## src/rtl/us_tx_pkg.sv

```systemverilog
// Shared transmit-path definitions: sequencer state encoding and timing constants.
package us_tx_pkg;

  // Register width shared with the transmit switch timing words.
  localparam int REG_WIDTH_DEFAULT = 8;

  // Fixed cycles of handshake overhead added to init + tx + damp.
  localparam int MIN_PERIOD_OVERHEAD = 4;

  // One-hot shot sequencer states.
  typedef enum logic [5:0] {
    ST_IDLE   = 6'b000001,
    ST_LOAD   = 6'b000010,
    ST_FIRE   = 6'b000100,
    ST_WAIT   = 6'b001000,
    ST_FINISH = 6'b010000,
    ST_DRAIN  = 6'b100000
  } seq_state_t;

endpackage

```

## src/rtl/us_shot_sequencer_if.sv

```systemverilog
// Control/status bundle between the burst controller and the shot sequencer.
interface us_shot_sequencer_if import us_tx_pkg::*; #(
  parameter int REG_WIDTH    = REG_WIDTH_DEFAULT,
  parameter int PERIOD_WIDTH = 16,
  parameter int CNT_WIDTH    = 8
);
  logic                    ARM;
  logic                    ABORT;
  logic [REG_WIDTH-1:0]    init_delay;
  logic [REG_WIDTH-1:0]    tx_len;
  logic [REG_WIDTH-1:0]    damp_len;
  logic [PERIOD_WIDTH-1:0] shot_period;
  logic [CNT_WIDTH-1:0]    num_shots;
  logic                    START;
  logic [REG_WIDTH-1:0]    init_delay_o;
  logic [REG_WIDTH-1:0]    tx_len_o;
  logic [REG_WIDTH-1:0]    damp_len_o;
  logic                    BUSY;
  logic                    DONE;
  logic                    ERR_CFG;
  logic [CNT_WIDTH-1:0]    SHOT_IDX;

  modport master (
    output ARM, ABORT, init_delay, tx_len, damp_len, shot_period, num_shots,
    input  START, init_delay_o, tx_len_o, damp_len_o, BUSY, DONE, ERR_CFG, SHOT_IDX
  );

  modport slave (
    input  ARM, ABORT, init_delay, tx_len, damp_len, shot_period, num_shots,
    output START, init_delay_o, tx_len_o, damp_len_o, BUSY, DONE, ERR_CFG, SHOT_IDX
  );
endinterface

```

## src/rtl/us_period_counter.sv

```systemverilog
// Loadable down-counter pacing shot spacing; tc flags the decrement that lands on zero.
module us_period_counter import us_tx_pkg::*; #(
  parameter int WIDTH = 16
) (
  input  logic             CLK,
  input  logic             RESET,
  input  logic             load,
  input  logic             en,
  input  logic [WIDTH-1:0] load_value,
  output logic             tc
);
  logic [WIDTH-1:0] count;

  // Load has priority; otherwise count down while enabled, holding at zero.
  always_ff @(posedge CLK or posedge RESET) begin
    if (RESET) begin
      count <= {WIDTH{1'b0}};
    end else if (load) begin
      count <= load_value;
    end else if (en && (count != {WIDTH{1'b0}})) begin
      count <= count - WIDTH'(1);
    end else begin
      count <= count;
    end
  end

  // Terminal count in the cycle whose decrement reaches zero, so the
  // next state change lands exactly one period after the load.
  assign tc = en && (count <= WIDTH'(1));
endmodule

```

## src/rtl/us_shot_sequencer.sv

```systemverilog
// Shot sequencer: captures a burst configuration, validates it and issues
// START pulses at a fixed repetition interval.
module us_shot_sequencer import us_tx_pkg::*; #(
  parameter int REG_WIDTH    = REG_WIDTH_DEFAULT,
  parameter int PERIOD_WIDTH = 16,
  parameter int CNT_WIDTH    = 8
) (
  input logic CLK,
  input logic RESET,
  us_shot_sequencer_if.slave bus
);
  localparam int MIN_W = REG_WIDTH + 2;
  localparam int CMP_W = (PERIOD_WIDTH > MIN_W) ? PERIOD_WIDTH : MIN_W;

  seq_state_t              state, next_state;
  logic [REG_WIDTH-1:0]    init_q, tx_q, damp_q;
  logic [PERIOD_WIDTH-1:0] period_q;
  logic [CNT_WIDTH-1:0]    shots_q;
  logic [CNT_WIDTH-1:0]    shots_issued;
  logic [CNT_WIDTH-1:0]    shot_idx;
  logic                    start, busy, done, err_cfg;
  logic                    cnt_load, cnt_en, cnt_tc, reject;
  logic [MIN_W-1:0]        min_period;
  logic                    cfg_bad, more_shots;

  // Worst case 3*(2^REG_WIDTH-1)+4 fits in REG_WIDTH+2 bits, so no overflow.
  assign min_period = MIN_W'(init_q) + MIN_W'(tx_q) + MIN_W'(damp_q)
                    + MIN_W'(MIN_PERIOD_OVERHEAD);
  assign cfg_bad    = (period_q == {PERIOD_WIDTH{1'b0}})
                    || (CMP_W'(period_q) < CMP_W'(min_period));
  // Termination compares against the saturating count, never a wrapped index.
  assign more_shots = (shots_q == {CNT_WIDTH{1'b0}}) || (shots_issued < shots_q);

  us_period_counter #(.WIDTH(PERIOD_WIDTH)) u_period (
    .CLK        (CLK),
    .RESET      (RESET),
    .load       (cnt_load),
    .en         (cnt_en),
    .load_value (period_q - PERIOD_WIDTH'(1)),
    .tc         (cnt_tc)
  );

  // State register.
  always_ff @(posedge CLK or posedge RESET) begin
    if (RESET) state <= ST_IDLE;
    else       state <= next_state;
  end

  // Next-state and counter control; ABORT outranks the terminal count.
  always_comb begin
    next_state = state;
    cnt_load   = 1'b0;
    cnt_en     = 1'b0;
    reject     = 1'b0;
    case (state)
      ST_IDLE: begin
        if (bus.ARM) next_state = ST_LOAD;
        else         next_state = ST_IDLE;
      end
      ST_LOAD: begin
        if (bus.ABORT) begin
          next_state = ST_IDLE;
        end else if (cfg_bad) begin
          next_state = ST_IDLE;
          reject     = 1'b1;
        end else begin
          next_state = ST_FIRE;
        end
      end
      ST_FIRE: begin
        cnt_load = 1'b1;
        if (bus.ABORT) next_state = ST_DRAIN;
        else           next_state = ST_WAIT;
      end
      ST_WAIT: begin
        cnt_en = 1'b1;
        if (bus.ABORT) begin
          if (cnt_tc) next_state = ST_IDLE;
          else        next_state = ST_DRAIN;
        end else if (cnt_tc) begin
          if (more_shots) next_state = ST_FIRE;
          else            next_state = ST_FINISH;
        end else begin
          next_state = ST_WAIT;
        end
      end
      ST_FINISH: next_state = ST_IDLE;
      ST_DRAIN: begin
        cnt_en = 1'b1;
        if (cnt_tc) next_state = ST_IDLE;
        else        next_state = ST_DRAIN;
      end
      default: next_state = ST_IDLE;
    endcase
  end

  // Shadow configuration captured on ARM and held for the whole burst.
  always_ff @(posedge CLK or posedge RESET) begin
    if (RESET) begin
      init_q   <= {REG_WIDTH{1'b0}};
      tx_q     <= {REG_WIDTH{1'b0}};
      damp_q   <= {REG_WIDTH{1'b0}};
      period_q <= {PERIOD_WIDTH{1'b0}};
      shots_q  <= {CNT_WIDTH{1'b0}};
    end else if ((state == ST_IDLE) && bus.ARM) begin
      init_q   <= bus.init_delay;
      tx_q     <= bus.tx_len;
      damp_q   <= bus.damp_len;
      period_q <= bus.shot_period;
      shots_q  <= bus.num_shots;
    end
  end

  // Shot bookkeeping: saturating issued count and wrapping reported index.
  always_ff @(posedge CLK or posedge RESET) begin
    if (RESET) begin
      shots_issued <= {CNT_WIDTH{1'b0}};
      shot_idx     <= {CNT_WIDTH{1'b0}};
    end else begin
      if ((state == ST_IDLE) && bus.ARM)
        shots_issued <= {CNT_WIDTH{1'b0}};
      else if ((state == ST_FIRE) && (shots_issued != {CNT_WIDTH{1'b1}}))
        shots_issued <= shots_issued + CNT_WIDTH'(1);
      if (next_state == ST_FIRE)
        shot_idx <= (state == ST_LOAD) ? {CNT_WIDTH{1'b0}} : shot_idx + CNT_WIDTH'(1);
    end
  end

  // Registered status outputs aligned with the state being entered.
  always_ff @(posedge CLK or posedge RESET) begin
    if (RESET) begin
      start   <= 1'b0;
      busy    <= 1'b0;
      done    <= 1'b0;
      err_cfg <= 1'b0;
    end else begin
      start   <= (next_state == ST_FIRE);
      busy    <= (next_state != ST_IDLE);
      done    <= (next_state == ST_FINISH);
      err_cfg <= reject;
    end
  end

  assign bus.START        = start;
  assign bus.BUSY         = busy;
  assign bus.DONE         = done;
  assign bus.ERR_CFG      = err_cfg;
  assign bus.SHOT_IDX     = shot_idx;
  assign bus.init_delay_o = init_q;
  assign bus.tx_len_o     = tx_q;
  assign bus.damp_len_o   = damp_q;
endmodule

```

## src/flat_wrapper.sv

```systemverilog
// flat-port wrapper written by rule: the top's interface ports become plain ports
module us_shot_sequencer_flat import us_tx_pkg::*;
#(
  parameter int REG_WIDTH    = REG_WIDTH_DEFAULT,
  parameter int PERIOD_WIDTH = 16,
  parameter int CNT_WIDTH    = 8
)
  (CLK, RESET, bus_ARM, bus_ABORT, bus_init_delay, bus_tx_len, bus_damp_len, bus_shot_period, bus_num_shots, bus_START, bus_init_delay_o, bus_tx_len_o, bus_damp_len_o, bus_BUSY, bus_DONE, bus_ERR_CFG, bus_SHOT_IDX);
  us_shot_sequencer_if #(.REG_WIDTH(REG_WIDTH), .PERIOD_WIDTH(PERIOD_WIDTH), .CNT_WIDTH(CNT_WIDTH)) bus_i ();
  input logic CLK;
  input logic RESET;
  input wire logic [$bits(bus_i.ARM)-1:0] bus_ARM;
  input wire logic [$bits(bus_i.ABORT)-1:0] bus_ABORT;
  input wire logic [$bits(bus_i.init_delay)-1:0] bus_init_delay;
  input wire logic [$bits(bus_i.tx_len)-1:0] bus_tx_len;
  input wire logic [$bits(bus_i.damp_len)-1:0] bus_damp_len;
  input wire logic [$bits(bus_i.shot_period)-1:0] bus_shot_period;
  input wire logic [$bits(bus_i.num_shots)-1:0] bus_num_shots;
  output wire logic [$bits(bus_i.START)-1:0] bus_START;
  output wire logic [$bits(bus_i.init_delay_o)-1:0] bus_init_delay_o;
  output wire logic [$bits(bus_i.tx_len_o)-1:0] bus_tx_len_o;
  output wire logic [$bits(bus_i.damp_len_o)-1:0] bus_damp_len_o;
  output wire logic [$bits(bus_i.BUSY)-1:0] bus_BUSY;
  output wire logic [$bits(bus_i.DONE)-1:0] bus_DONE;
  output wire logic [$bits(bus_i.ERR_CFG)-1:0] bus_ERR_CFG;
  output wire logic [$bits(bus_i.SHOT_IDX)-1:0] bus_SHOT_IDX;
  assign bus_i.ARM = bus_ARM;
  assign bus_i.ABORT = bus_ABORT;
  assign bus_i.init_delay = bus_init_delay;
  assign bus_i.tx_len = bus_tx_len;
  assign bus_i.damp_len = bus_damp_len;
  assign bus_i.shot_period = bus_shot_period;
  assign bus_i.num_shots = bus_num_shots;
  assign bus_START = bus_i.START;
  assign bus_init_delay_o = bus_i.init_delay_o;
  assign bus_tx_len_o = bus_i.tx_len_o;
  assign bus_damp_len_o = bus_i.damp_len_o;
  assign bus_BUSY = bus_i.BUSY;
  assign bus_DONE = bus_i.DONE;
  assign bus_ERR_CFG = bus_i.ERR_CFG;
  assign bus_SHOT_IDX = bus_i.SHOT_IDX;
  us_shot_sequencer #(.REG_WIDTH(REG_WIDTH), .PERIOD_WIDTH(PERIOD_WIDTH), .CNT_WIDTH(CNT_WIDTH)) u_core (.CLK(CLK), .RESET(RESET), .bus(bus_i));
endmodule
```

## config.mk

```make
export PLATFORM = sky130hd
export DESIGN_NAME = us_shot_sequencer_flat
export DESIGN_NICKNAME = d
export VERILOG_FILES = /design/src/rtl/us_tx_pkg.sv /design/src/rtl/us_shot_sequencer_if.sv /design/src/rtl/us_period_counter.sv /design/src/rtl/us_shot_sequencer.sv /design/src/flat_wrapper.sv
export SDC_FILE = /design/constraint.sdc
export NUM_CORES = 1
export LEC_CHECK = 0
export BUFFER_PORTS_ARGS = -buffer_cell sky130_fd_sc_hd__buf_4
export CORE_MARGIN = 2
export CORE_UTILIZATION = 45
export DETAILED_ROUTE_END_ITERATION = 12
export PLACE_DENSITY = 0.68
export SYNTH_ARGS = -nofsm -noshare
export SYNTH_HDL_FRONTEND = slang
export SYNTH_SLANG_ARGS = --single-unit
export TNS_END_PERCENT = 100
```

## constraint.sdc

```tcl
create_clock -name CLK -period 5.35 [get_ports CLK]
set_clock_uncertainty 0.2 [all_clocks]
set_input_delay 0.535 -clock CLK [delete_from_list [all_inputs] [get_ports CLK]]
set_output_delay 0.535 -clock CLK [all_outputs]
set_load 0.005 [all_outputs]
```

==> results.toml, run 1 <==
[sta]
worstMarginPinSlew_ns = 0.918
period_minus_slack_ns = 5.02
rsz0062_at_grt = "no"
setup_viol = 0
fmax_mhz = 199
hold_viol_final = 0
relSlewSlack_pct = 38.5
report.final.slew_viol_count = 0
period_share_pct = 93.8
finalSetupTns_ns = 0

[floorplanning]
chipHeight_um = 114
rows = 40
start_util_pct = 45.8
die_area_mm2 = 0.0130
coreArea_mm2 = 0.0119
pin_count = 88
die_w_um = 114

[yosys]
async_reset_ff_share_pct = 100
synth-edff-count = 0
synth_flop_cell = "dfrtp_1"
synthesis.nets = 642
synthCells = 543
netlist.area_leader.share_pct = 40.8
ys_ff_latch = 90
synth_warnings = 0
avgSynthCellArea_um2 = 10.1
yosys-top-cells-area = "dfrtp_1 41%, ha_1 10%, mux2_2 7.8%, xnor2_1 2.9%, nor2_1 2.8%"
synth-seq-area-share_pct = 41.3
yosys.area.top_type = "dfrtp_1"
synth_cell_types = 66
netlist_area_mm2 = 0.00546

[place]
io_buffer_count = 87
placedInstanceArea_mm2 = 0.00622
dp_hpwl_um = 8700
gp_congestion = 0.813

[power]
p_switching_uw = 2200
switching_share_pct = 43.6
p_int_uw = 2860
power_frac_seq_pct = 23.9
comb_power_share_pct = 63.3
max-vdd-ir-drop_uv = 515
p_leak_uw = 0.00297
p_per_area_mw_per_mm2 = 776
pwr-share-clk_pct = 12.8

[setup_path]
cpPeakStageDelay_ns = 0.40
r2r_start = "u_core.bus.tx_len_o[0]"
r2r_slack_ns = 0.33
reg2reg_depth = 20
crit_top_cell = "ha_1"
crit_fanout = 9
path_cells = "ha_1 > fa_1 > a21o_1 > a21oi_1 > o21bai_1 > a21oi_1 > xnor2_1 > ha_1 > ha_1 > a21oi_2 > nor2_1 > a211oi_1 > ha_1 > a2111oi_1 > o21ai_0 > a211oi_1 > buf_4 > nor2_1 > a21o_2 > a31oi_1"
path_class = "flip-flop to flip-flop"
startpoint_type = "flip-flop"
cp_data_arrival_time_ns = 5.09
crit_slowest_cell = "dfrtp_1"
required_ns = 5.42
r2r-end = "u_core.bus.SHOT_IDX[6]"
crit_path_end_kind = "flip-flop"

[route]
ant_nets = 0
vias_per_cell = 5.61
dr_total_vias = 4351
first_pass_iters = 4
drc = 0
drt-wirelength-per-cell_um = 15.2
drt_wl_total_um = 11800
drtIter0Drc = 159

[cells_and_area]
diodes = 0
final_cell_mix = "91 x buf_4, 89 x dfrtp_1, 45 x ha_1"
final_common_cell = "buf_4"
drive_gt1_share_pct = 26.6
nFillCells = 1072
nets = 722
syn_to_final_growth_pct = 19.5
postLayoutCellArea_mm2 = 0.00653

[clocking]
clock-root-buffer = "clkbuf_16"
cts_tree = "yes"
numCtsBuffers = 9
clock-sinks = 90
clk_pin_slew_ns = 0.06
cts_max_level = 3
cts_buffer_depth = 2
clock_latency_ns = 0.35

[min_path]
hp-class = "primary input to asynchronous set/reset pin"

[grt]
grt_max_degree = 55
grt_pass1_vias = 4307
antenna_found_initial = 0
grt_pass1_wl_um = 19800
grt.total_usage_pct = 19.0
grt-ovfl-total = 0

[outcome]
status = "completed"

[job]
drv_cap = 0
-- worst max-delay path by stage --
stage                                       from                endpoint  slack, ns  depth (start not counted)
after floorplan           u_core.bus.tx_len_o[0]  u_core.bus.SHOT_IDX[7]       0.74                         19
after global placement    u_core.bus.tx_len_o[0]  u_core.bus.SHOT_IDX[4]       0.38                         20
after detailed placement  u_core.bus.tx_len_o[0]  u_core.bus.SHOT_IDX[6]       0.20                         20
after CTS                 u_core.bus.tx_len_o[0]  u_core.bus.SHOT_IDX[6]       0.17                         20
after global routing      u_core.bus.tx_len_o[0]  u_core.bus.SHOT_IDX[4]      0.004                         20
final                     u_core.bus.tx_len_o[0]  u_core.bus.SHOT_IDX[6]       0.33                         20
-- worst max-delay path, delay by kind of cell (launching register included) --
kind            cells  cell delay, ns
compound gates     11            2.31
xor+xnor            1            0.16
fa+ha+maj           5            1.55
buf+inv             1            0.17
flops               1            0.40
simple gates        2            0.13
-- cell usage after synthesis (all sizes together) (8+ instances only) --
library cell	n
mux2	38
clkbuf	9
ha	45
xnor2	18
nor3	16
nand2	39
a21oi	30
xor2	16
nand4	8
a31oi	11
a21o	8
or4	8
nand3	10
buf	13
dfrtp	89
nor2	44
nor4	9
o21ai	37
inv	25
-- sequential cells by signal (all words and copies together), names as in the netlist --
signal and cells:
u_core.period_q 16, u_core.bus.DONE 1, u_core.u_period.count 16, u_core.bus.START 1
u_core.shots_issued 8, u_core.shots_q 8, u_core.state 6, u_core.bus.SHOT_IDX 8
u_core.bus.BUSY 1, u_core.bus.damp_len_o 8, u_core.bus.tx_len_o 8, u_core.bus.ERR_CFG 1
u_core.bus.init_delay_o 8
-- final cells by class --
cell class | instances | area (um^2) | area share [%]
multi-input combinational | 406 | 3010 | 46.1
sequential | 90 | 2250 | 34.5
timing repair buffer | 91 | 683 | 10.5
clock buffer | 9 | 225 | 3.45
tap | 147 | 184 | 2.82
inverter | 25 | 95.1 | 1.46
clock inverter | 7 | 75.1 | 1.15
-- power by group through the flow --
stage	registers (uW)	clock network, uW	logic, uW
after floorplan	1150	0	2470
after global placement	1210	0	3060
after detailed placement	1220	0	3190
after CTS	1210	665	3220
after global routing	1250	682	3670
final	1210	649	3200
-- cell families after synthesis --
group	Yosys count	share of synthesized area [%]
flops	90	41.3
buf+inv	47	3.74
xor+xnor	34	5.45
mux	40	8.21
fa+ha+maj	47	11.0
simple gates	162	16.1
compound gates	123	14.2
-- layer usage --
layer	wire [um]	GRT usage, %	vias up
met5	0	0	-
met4	236	8.62	0
met1	5280	23.0	2105
met3	513	4.39	15
li1	-	-	2153
met2	5750	32.2	78
-- metrics by stage --
step	total power, uW	util, %	cells	setup slack, ns	hold WS [ns]
2_1_floorplan	3620	-	543	0.737	0.276
3_3_place_gp	4270	52.2	759	0.385	0.277
3_5_place_dp	4410	52.2	759	0.204	0.285
4_1_cts	5100	54.7	775	0.171	0.0616
5_1_grt	5610	54.8	775	0.00405	0.104
6_report	5060	54.8	775	0.329	0.0408
-- timing repair --
action	in CTS	in global routing
gates resized for setup	0	3
hold buffers	0	0
setup endpoints to repair	0	11
setup buffers	0	0
Note: power is estimated with default switching activity, not from simulation.
==> run 2, diff against run 1 <==
--- a/config.mk
+++ b/config.mk
@@ -5,6 +5,7 @@
 export SDC_FILE = /design/constraint.sdc
 export NUM_CORES = 1
 export LEC_CHECK = 0
+export ABC_AREA = 1
 export BUFFER_PORTS_ARGS = -buffer_cell sky130_fd_sc_hd__buf_4
 export CORE_MARGIN = 2
 export CORE_UTILIZATION = 45
==> results.toml, run 2 <==
[outcome]
status = "completed"

[clocking]
clock_latency_ns = 0.34
cts_max_level = 3
postCtsHoldBufs = 0
clock-root-buffer = "clkbuf_16"
clk_pin_slew_ns = 0.07
cts_setup_buffers = 0
clock-sinks = 90
numCtsBuffers = 9
cts_buffer_depth = 2
cts_resized = 0
cts_tree = "yes"

[yosys]
yosys.area_share.simple_pct = 28.1
synthAdderAreaFrac_pct = 10.7
synth_top_family_by_area = "simple AND/OR/NAND/NOR gates"
synth_compound_area_share_pct = 10.3
synth_warnings = 0
ys_ff_latch = 90
yosys.area.top_type = "dfrtp_1"
synth-edff-count = 0
post-synth-top-count-cell = "nand2_1"
netlist.area_leader.share_pct = 39.4
synth_xor_area_share_pct = 3.41
synthesis.nets = 840
synthMuxAreaShare_pct = 0
synth-seq-area-share_pct = 39.8
synth_cell_types = 40
async_reset_ff_share_pct = 100
synthCells = 741
avgSynthCellArea_um2 = 7.63
netlist_area_mm2 = 0.00566
yosys-top-cells-area = "dfrtp_1 39%, nand2_1 15%, ha_1 10%, inv_1 5.8%, o21ai_0 4.3%"
synth_flop_cell = "dfrtp_1"
synth_common_cells = "233 x nand2_1, 89 x dfrtp_1, 87 x inv_1"

[route]
drt-wirelength-per-cell_um = 13.3
dr_total_vias = 5095
vias_per_cell = 5.11
drc = 0
drt_wl_total_um = 13300
first_pass_iters = 5
ant_nets = 0
drtIter0Drc = 212

[sta]
hold_viol_final = 0
worstMarginPinSlew_ns = 0.998
report.final.slew_viol_count = 0
whs_ns = 0.0380
relSlewSlack_pct = 33.3
rsz0062_at_grt = "no"
finalSetupTns_ns = 0
setup_viol = 0
period_minus_slack_ns = 4.38
period_share_pct = 81.8
fmax_mhz = 229

[place]
placedInstanceArea_mm2 = 0.00645
io_buffer_count = 87
dp_hpwl_um = 9960
gp_congestion = 0.913

[setup_path]
crit_fanout = 10
startpoint_type = "flip-flop"
cp_data_arrival_time_ns = 4.41
required_ns = 5.38
path_class = "flip-flop to flip-flop"
crit_path_end_kind = "flip-flop"

[cells_and_area]
final_common_cell = "nand2_1"
nFillCells = 1123
final_cell_mix = "233 x nand2_1, 90 x buf_4, 89 x dfrtp_1"
diodes = 0
nets = 924
syn_to_final_growth_pct = 20.0
postLayoutCellArea_mm2 = 0.00678
top_regs = "u_core.period_q x16, u_core.u_period.count x16"
drive_gt1_share_pct = 14.3

[floorplanning]
start_util_pct = 46.5
die_w_um = 116
rows = 40
die_area_mm2 = 0.0135
coreArea_mm2 = 0.0122
pin_count = 88
chipHeight_um = 116

[job]
drv_cap = 0

[power]
p_leak_uw = 0.00359
p_per_area_mw_per_mm2 = 696
finalPower_uw = 4720
max-vdd-ir-drop_uv = 382

[grt]
grt-ovfl-total = 0
grt_pass1_vias = 5021
grt_pass1_wl_um = 22700
grt.total_usage_pct = 21.0
grt_max_degree = 68
antenna_found_initial = 0

[min_path]
hp-class = "primary input to asynchronous set/reset pin"
-- run 2: cell count changes in the layout (fill, tap and decap cells not counted), sizes merged, moves of 8 or more --
| cell | change |
|---|---|
| nor2 | +8 |
| mux2 | -38 |
| nand3 | +29 |
| a31oi | -11 |
| xnor2 | -10 |
| nand2 | +195 |
| o21ai | +13 |
| inv | +62 |
| or4 | -8 |
| a21oi | +8 |
-- run 2: final cells by class --
class	count	area (um^2)	area share (%)
Multi-Input combinational cell	545	2970	43.8
Clock inverter	5	85.1	1.25
Clock buffer	11	253	3.73
Sequential cell	90	2250	33.2
Tap cell	168	210	3.10
Inverter	89	335	4.94
Timing Repair Buffer	90	676	9.96
-- run 2: cells by family after synthesis --
family                     Yosys count
AOI/OAI and AO/OA                  107
xor gates and xnor gates            22
adders and majority gates           47
buffers and inverters              106
DFF                                 90
and+or+nand+nor                    369
-- run 2: worst paths after layout --
path	from	end	cells past startpoint	slack, ns
max	u_core.bus.tx_len_o[0]	u_core.bus.SHOT_IDX[2]	23	0.97
min	RESET	u_core.shots_q[5]	2	0.04
max reg2reg	u_core.bus.tx_len_o[0]	u_core.bus.SHOT_IDX[2]	23	0.97
min reg2reg	u_core.bus.tx_len_o[6]	u_core.bus.tx_len_o[6]	2	0.32
max in group asynchronous	RESET	u_core.u_period.count[5]	3	3.81
min in group CLK	bus_ABORT	u_core.bus.ERR_CFG	2	0.18
-- run 2: metal layers --
| layer | up-vias | GRT usage, % | part of all wire, % |
|---|---|---|---|
| met5 | - | 0 | 0 |
| met4 | 0 | 6.83 | 1.5 |
| met3 | 17 | 4.36 | 5.4 |
| met2 | 124 | 36.1 | 48 |
| met1 | 2378 | 26.6 | 45 |
| li1 | 2576 | - | - |
-- run 2: power by group --
group	switching, uW	internal [uW]
Combinational	1630	1190
Clock	265	437
Sequential	260	932
-- run 2: through the flow --
step / util, % / setup WS [ns] / cells
global route: 55.8 / 0.456 / 998
global placement: 53.0 / 1.15 / 982
detailed placement: 53.0 / 1.01 / 982
CTS: 55.8 / 0.988 / 998
floorplan: - / 1.40 / 741
finish: 55.8 / 0.974 / 998
-- run 2: worst max-delay path, stage by stage (launching register included) --
cell	delay, ns
dfrtp_1	0.40
ha_1	0.24
fa_1	0.42
a21oi_1	0.14
o21bai_1	0.10
xor2_1	0.14
inv_1	0.06
ha_1	0.27
ha_1	0.37
a21oi_1	0.18
nand2_1	0.09
a21oi_1	0.13
o21bai_1	0.10
a21o_1	0.17
a21oi_1	0.14
ha_1	0.26
a21oi_1	0.14
nand2_1	0.07
nor2_1	0.13
nand2_1	0.11
nand4_4	0.14
nand2_4	0.11
nand2_1	0.08
nand2_1	0.05
==> run 3, diff against run 2 <==
==> constraint.sdc (replaced) <==
create_clock -name CLK -period 4.15 [get_ports CLK]
set_clock_uncertainty 0.2 [all_clocks]
set_input_delay 0.415 -clock CLK [delete_from_list [all_inputs] [get_ports CLK]]
set_output_delay 0.415 -clock CLK [all_outputs]
set_load 0.005 [all_outputs]
==> results.toml, run 3 (same netlist as run 2, synthesis figures left out) <==
[outcome]
status = "completed"

[clocking]
clk_pin_slew_ns = 0.06
numCtsBuffers = 9
cts_max_level = 3
clock-sinks = 90
cts_tree = "yes"
clock-root-buffer = "clkbuf_16"
clock_latency_ns = 0.34
cts_buffer_depth = 2

[setup_path]
path_class = "flip-flop to flip-flop"
crit_fanout = 6
r2r_start = "u_core.bus.tx_len_o[0]"
cpPeakStageDelay_ns = 0.38
crit_slowest_cell = "dfrtp_1"
required_ns = 4.19
cp_data_arrival_time_ns = 4.17
reg2reg_depth = 23
startpoint_type = "flip-flop"
crit_path_end_kind = "flip-flop"
crit_top_cell = "a21oi_2"
r2r_slack_ns = 0.02
endpoint = "u_core.bus.SHOT_IDX[7]"
r2r-end = "u_core.bus.SHOT_IDX[7]"
path_cells = "ha_2 > fa_2 > a21oi_2 > o21bai_2 > xor2_1 > inv_1 > ha_4 > ha_4 > a21oi_2 > nand2_2 > a21oi_4 > o21bai_4 > a21o_1 > a21oi_2 > ha_1 > a21oi_2 > nand2_2 > nor2_4 > nand2_4 > nand4_4 > nand2_2 > nand2_1 > nand2_1"
critPathLaunch = "u_core.bus.tx_len_o[0]"

[floorplanning]
start_util_pct = 46.5
chipHeight_um = 116
coreArea_mm2 = 0.0122
die_area_mm2 = 0.0135
rows = 40
die_w_um = 116
pin_count = 88

[route]
drtIter0Drc = 178
dr_total_vias = 5174
drt_wl_total_um = 13800
drc = 0
ant_nets = 0
drt-wirelength-per-cell_um = 13.7
vias_per_cell = 5.11
first_pass_iters = 5

[grt]
grt_pass1_wl_um = 23400
grt-ovfl-total = 0
grt_max_degree = 68
grt.total_usage_pct = 21.7
grt_pass1_vias = 5106
antenna_found_initial = 0

[cells_and_area]
stdcell_count = 1012
nets = 938
syn_to_final_growth_pct = 25.1
final_common_cell = "nand2_1"
final_cell_mix = "225 x nand2_1, 101 x buf_4, 86 x dfrtp_1"
drive_gt1_share_pct = 20.6
nFillCells = 1067
top_regs = "u_core.period_q x16, u_core.u_period.count x16"
diodes = 0

[sta]
whs_ns = 0.0455
rsz0062_at_grt = "yes"
relSlewSlack_pct = 35.1
worstMarginPinSlew_ns = 0.972
hold_viol_final = 0
setup_viol = 0
period_share_pct = 99.5
fmax_mhz = 242
report.final.slew_viol_count = 0
period_minus_slack_ns = 4.13

[place]
gp_congestion = 0.880
dp_cells = 989
dp_hpwl_um = 9850
io_buffer_count = 87

[power]
p_leak_uw = 0.00366
p_per_area_mw_per_mm2 = 984
max-vdd-ir-drop_uv = 627
finalPower_uw = 6960

[job]
drv_cap = 0

[min_path]
hp-class = "primary input to flip-flop"
[run 3: cell types whose count changed in the layout (fill, tap and decap cells not counted), moves of 7 or more]
cell     previous run  this run
buf_4              90       101
ha_1               45        37
ha_4                0         7
a21oi_1            38        30
a21oi_2             0         7
nand2_1           233       225
nand2_2             0         8
[run 3: cell type report]
class                           instances  area [um^2]  share of cell area (%)
Multi-Input combinational cell        547         3210                    45.4
Inverter                               89          335                    4.74
Tap cell                              168          210                    2.97
Sequential cell                        90         2260                    31.9
Clock buffer                           13          270                    3.82
Timing Repair Buffer                  102          768                    10.9
Clock inverter                          3         22.5                   0.318
[run 3: power by group]
part	leakage (uW)	internal, uW	switching [uW]
combinational	0.00236	2060	2570
clock	0.000146	457	343
sequential	0.00116	1200	336
[run 3: worst min-delay path by stage]
stage / startpoint / end / slack [ns] / cells after the start
global placement: RESET / u_core.shots_q[6] / 0.30 / 2
detailed placement: RESET / u_core.shots_q[7] / 0.30 / 2
global route: bus_ABORT / u_core.bus.ERR_CFG / 0.05 / 2
finish: bus_ABORT / u_core.bus.ERR_CFG / 0.05 / 2
CTS: bus_ABORT / u_core.bus.ERR_CFG / 0.04 / 2
floorplan: u_core.shots_q[0] / u_core.shots_q[0] / 0.27 / 2
[run 3: worst max-delay path: cells and delay by family, from the launching register on]
kind | cells | cell delay, ns
flops | 1 | 0.38
simple gates | 8 | 0.78
compound gates | 8 | 1.10
fa+ha+maj | 5 | 1.30
buf+inv | 1 | 0.09
xor+xnor | 1 | 0.17
[run 3: layer usage]
metal  global-route usage, %  routed length (um)  up-vias
met5                       0                   0        -
met4                    9.21                 399        0
met3                    3.37                 623       31
met2                    36.3                6520      130
met1                    28.3                6290     2400
li1                        -                   -     2613
[run 3: what timing repair did]
| action | in CTS | in global routing |
|---|---|---|
| setup buffers | 1 | 3 |
| hold buffers | 1 | 0 |
| endpoints found under the setup margin | 12 | 13 |
| endpoints found under the hold margin | 35 | 0 |
| pin swaps | 5 | 16 |
| resized for setup | 15 | 35 |
| cloned | 1 | 1 |
[run 3: stage by stage]
| stage | TNS (ns) | cell area (um^2) | util (%) | setup WS, ns |
|---|---|---|---|---|
| 2_1_floorplan | 0 | 5660 | - | 0.195 |
| 3_3_place_gp | -0.134 | 6500 | 53.4 | -0.0833 |
| 3_5_place_dp | -0.614 | 6500 | 53.4 | -0.177 |
| 4_1_cts | 0 | 6880 | 56.6 | 0.0334 |
| 5_1_grt | -2.46 | 7080 | 58.2 | -0.242 |
| 6_report | 0 | 7080 | 58.2 | 0.0196 |
